<file path="src/rtl/data_port_arbiter.sv">
// Round-robin arbiter sharing the data-memory port between the core load/store
// unit (m0) and the monitor bridge (m1); each access is IDLE -> ACCESS -> RESP.
module data_port_arbiter #(
  parameter int AW = 32,
  parameter int DW = 32
) (
  input  logic          clk,
  input  logic          reset_n,
  input  logic          prg_mode,
  input  logic          m0_req,
  input  logic          m0_we,
  input  logic [AW-1:0] m0_addr,
  input  logic [DW-1:0] m0_wd,
  output logic          m0_ack,
  output logic [DW-1:0] m0_rd,
  input  logic          m1_req,
  input  logic          m1_we,
  input  logic [AW-1:0] m1_addr,
  input  logic [DW-1:0] m1_wd,
  output logic          m1_ack,
  output logic [DW-1:0] m1_rd,
  output logic          mem_we,
  output logic [AW-1:0] mem_addr,
  output logic [DW-1:0] mem_wd,
  input  logic [DW-1:0] mem_rd,
  output logic          busy,
  output logic          owner
);

  typedef enum logic [1:0] {IDLE, ACCESS, RESP} state_t;

  state_t state_q, state_d;
  logic   owner_q, owner_d;
  logic   rr_q, rr_d;
  logic   elig0, elig1;

  logic          sel_we;
  logic [AW-1:0] sel_addr;
  logic [DW-1:0] sel_wd;

  assign elig0 = m0_req & ~prg_mode;
  assign elig1 = m1_req;

  assign sel_we   = owner_q ? m1_we   : m0_we;
  assign sel_addr = owner_q ? m1_addr : m0_addr;
  assign sel_wd   = owner_q ? m1_wd   : m0_wd;

  always_ff @(posedge clk) begin
    if (!reset_n) begin
      state_q <= IDLE;
      owner_q <= 1'b0;
      rr_q    <= 1'b0;
    end else begin
      state_q <= state_d;
      owner_q <= owner_d;
      rr_q    <= rr_d;
    end
  end

  always_comb begin
    state_d = state_q;
    owner_d = owner_q;
    rr_d    = rr_q;
    case (state_q)
      IDLE: begin
        if (elig0 | elig1) begin
          // Lone eligible master wins outright; a tie goes to the rr pointer.
          owner_d = (elig0 & elig1) ? rr_q : elig1;
          state_d = ACCESS;
        end
      end
      ACCESS: state_d = RESP;
      RESP: begin
        rr_d    = ~owner_q;
        state_d = IDLE;
      end
      default: state_d = IDLE;
    endcase
  end

  always_comb begin
    mem_we   = 1'b0;
    mem_addr = '0;
    mem_wd   = '0;
    m0_ack   = 1'b0;
    m1_ack   = 1'b0;
    m0_rd    = '0;
    m1_rd    = '0;
    case (state_q)
      ACCESS: begin
        mem_we   = sel_we;
        mem_addr = sel_addr;
        mem_wd   = sel_wd;
      end
      RESP: begin
        mem_addr = sel_addr;
        m0_ack   = ~owner_q;
        m1_ack   = owner_q;
        m0_rd    = owner_q ? '0 : mem_rd;
        m1_rd    = owner_q ? mem_rd : '0;
      end
      default: ;
    endcase
  end

  assign busy  = (state_q != IDLE);
  assign owner = owner_q;

endmodule

</file>
<file path="config.mk">
export PLATFORM = sky130hd
export DESIGN_NAME = data_port_arbiter
export DESIGN_NICKNAME = d
export VERILOG_FILES = /design/src/rtl/data_port_arbiter.sv
export SDC_FILE = /design/constraint.sdc
export NUM_CORES = 1
export LEC_CHECK = 0
export BUFFER_PORTS_ARGS = -buffer_cell sky130_fd_sc_hd__buf_4
export CAP_MARGIN = 10
export CELL_PAD_IN_SITES_DETAIL_PLACEMENT = 1
export CELL_PAD_IN_SITES_GLOBAL_PLACEMENT = 1
export CORE_AREA = 2 2 116 118
export DETAILED_ROUTE_END_ITERATION = 7
export DIE_AREA = 0 0 118 120
export PLACE_DENSITY = 0.79
export SLEW_MARGIN = 20
export SYNTH_ARGS = -nofsm -noshare
export SYNTH_HDL_FRONTEND = slang
export SYNTH_SLANG_ARGS = --single-unit
</file>
<file path="constraint.sdc">
create_clock -name clk -period 2.3 [get_ports clk]
set_clock_uncertainty 0.2 [all_clocks]
set_input_delay 0.345 -clock clk [delete_from_list [all_inputs] [get_ports clk]]
set_output_delay 0.345 -clock clk [all_outputs]
set_load 0.05 [all_outputs]
</file>
==> impl_metrics.env <==
export IMPL_synthFlopType="dfxtp_1"
export IMPL_power_frac_seq_pct=5.1
export IMPL_power_frac_comb_pct=80.3
export IMPL_syn_area_mm2=0.00190
export IMPL_grt_pass1_wl_um=15600
export IMPL_fin_crit_sh_pct=94.1
export IMPL_cts_root_buf="clkbuf_16"
export IMPL_start_util_pct=14.7
export IMPL_maxCapViolCount=0
export IMPL_cts_made_buffers=3
export IMPL_clkSinkCount=4
export IMPL_path_clk_slew_ns=0.03
export IMPL_cp_cell_sequence="inv_1, ha_1, buf_12, nor2b_2, buf_4"
export IMPL_post_route_min_period_ns=2.17
export IMPL_synth_top_area_share_pct=34.2
export IMPL_drive_gt1_share_pct=70.6
export IMPL_vias=2891
export IMPL_slew_viol_final=0
export IMPL_path_class="flop to primary output"
export IMPL_worstSetupStartpointType="flop"
export IMPL_max_slew_margin_pct=74.2
export IMPL_dieArea_mm2=0.0142
export IMPL_setup_tns_ns=0
export IMPL_first_pass_iters=4
export IMPL_cp_arrival_ns=1.62
export IMPL_power_switching_mw=1.00
export IMPL_ys_ff_latch=4
export IMPL_fin_hold_ws_ns=0.158
export IMPL_dpl_hpwl_um=9000
export IMPL_max_stage_delay_ns=0.39
export IMPL_cts_buffer_depth=2
export IMPL_finalHoldViolations=0
export IMPL_ys_warn_count=0
export IMPL_crit_fanout=32
export IMPL_grt_ovfl_total=0
export IMPL_crit_path_end_kind="primary output"
export IMPL_place_gp_congestion=0.857
export IMPL_cp_required_ns=1.75
export IMPL_antenna_found_initial=1
export IMPL_fp_dieW_um=118
export IMPL_avgSynthCellArea_um2=7.84
export IMPL_cts_hold_buffers=0
export IMPL_grt_usage_pct=13.3
export IMPL_crit_slowest_cell="dfxtp_1"
export IMPL_layout_nets=703
export IMPL_grt_max_degree=51
export IMPL_intPower_uw=947
export IMPL_finalSetupViolations=0
export IMPL_switching_share_pct=51.5
export IMPL_clkLatencyLatePin_ns=0.22
export IMPL_syn2layout_area_growth_pct=137
export IMPL_async_reset_ff_share_pct=0
export IMPL_synth_edf_count=0
export IMPL_power_density_mw_per_mm2=433
export IMPL_antenna_left=0
export IMPL_synthDistinctLibCells=19
export IMPL_hold_class="input port to flop"
export IMPL_max_vdd_ir_drop_mv=0.160
export IMPL_rsz0062_at_grt="no"
export IMPL_worst_pin_slew_ns=0.387
export IMPL_n_antenna_cell=0
export IMPL_drtIter0Drc=64
export IMPL_synth_area_leader_cell="mux2i_1"
export IMPL_rows=42
export IMPL_pin_count=300
export IMPL_clockPowerShare_pct=14.6
export IMPL_synth_area_top_cells="mux2i_1 (34%), nor2b_1 (22%), and2_1 (11%), and3_1 (11%), buf_8 (5.5%)"
export IMPL_synth_nets=415
export IMPL_p_total_mw=1.95
export IMPL_fmax_ghz=0.462
export IMPL_wl_um=10300
export IMPL_post_drt_via_cell_ratio=4.09
export IMPL_grt_pass1_vias=3131
export IMPL_cts_tree="built"
export IMPL_core_area_mm2=0.0130
export IMPL_yosys_cell_count_top_type="nor2b_1"
export IMPL_synthCells=243
export IMPL_leakage_nw=2.40
export IMPL_status="completed"
export IMPL_wl_per_cell_um=14.6
export IMPL_cts_max_level=1
export IMPL_synth_yosys_seq_area_share_pct=4.20
export IMPL_synthTopCellsByCount="nor2b_1 (68), mux2i_1 (65), and2_1 (33)"
export IMPL_drcViolationCount=0
export IMPL_port_buffers=299
export IMPL_chipHeight_um=120
sequential cells by signal, indices dropped and copies added (netlist names):
| name | count |
|---|---|
| owner | 1 |
| rr_q | 1 |
| state_q | 2 |
critical path: cells and delay by family, from the launching register on:
family | cells | cell delay [ns]
AND/OR/NAND/NOR | 1 | 0.17
buffers and inverters | 3 | 0.49
flip-flops | 1 | 0.39
adder cells (fa/ha/maj) | 1 | 0.33
per-stage QoR:
stage,area [um2],setup WS [ns],utilization [%],instances
finish,4510,0.135,34.7,706
detailed placement,4430,0.255,34.1,702
CTS,4500,0.00796,34.7,706
floorplan,2060,0.0786,-,243
global route,4510,0.0335,34.7,706
global placement,4430,0.389,34.1,702
power by group through the flow:
stage          clock [mW]  sequential [mW]  combinational (mW)
6_report            0.285           0.0992                1.57
5_1_grt             0.295            0.102                1.65
4_1_cts             0.291           0.0999                1.58
3_5_place_dp            0            0.100                1.58
3_3_place_gp            0           0.0999                1.55
2_1_floorplan           0           0.0902                1.06
kinds of logic after synthesis:
| kind of cell | after synthesis | synth area share (%) |
|---|---|---|
| AOI/OAI and AO/OA | 6 | 2.63 |
| adders and majority gates | 5 | 3.29 |
| buffers and inverters | 26 | 10.8 |
| DFF | 4 | 4.21 |
| muxes | 65 | 34.2 |
| and+or+nand+nor | 137 | 44.9 |
what timing repair did:
action	in CTS	in global routing
setup endpoints to repair	0	32
resized for setup	0	1
buffers inserted	0	0
cell type report:
cell class              count  area [um2]
clock buffers               4        78.8
fillers                  1608        8470
inverters                   3        11.3
multi-input cells         213        1780
flip-flops and latches      4        83.8
well taps                 176         220
repair buffers            306        2330
final timing paths:
check                               start                 endpoint  slack (ns)  cells after the start
hold reg to reg   state_q[1]$_SDFFE_PN0P_  state_q[1]$_SDFFE_PN0P_        0.33                      2
hold / removal                     m1_req  state_q[1]$_SDFFE_PN0P_        0.16                      2
setup / recovery  state_q[1]$_SDFFE_PN0P_              mem_addr[4]        0.13                      5
setup reg to reg  state_q[1]$_SDFFE_PN0P_  state_q[1]$_SDFFE_PN0P_        0.65                      5
cell usage in the layout, fill, tap and decap left out, types with 2 or more instances in the layout:
cell / synthesis / layout
nand2_1: 2 / 2
nor2b_2: 0 / 63
inv_1: 3 / 3
mux2i_1: 65 / 65
ha_1: 5 / 5
dfxtp_1: 4 / 3
clkbuf_16: 0 / 3
and2_1: 33 / 33
buf_4: 0 / 303
and3_1: 32 / 32
buf_12: 0 / 3
nor2b_1: 68 / 5
routing by layer:
metal  global-route usage, %  up-vias  share of wire [%]
met1                    12.6     1324                 34
li1                        -     1395                  -
met5                       0        -                  0
met2                    27.6      168                 55
met4                   0.979        0               0.45
met3                    5.47        4                 10
Note: power is estimated with default switching activity, not from simulation.
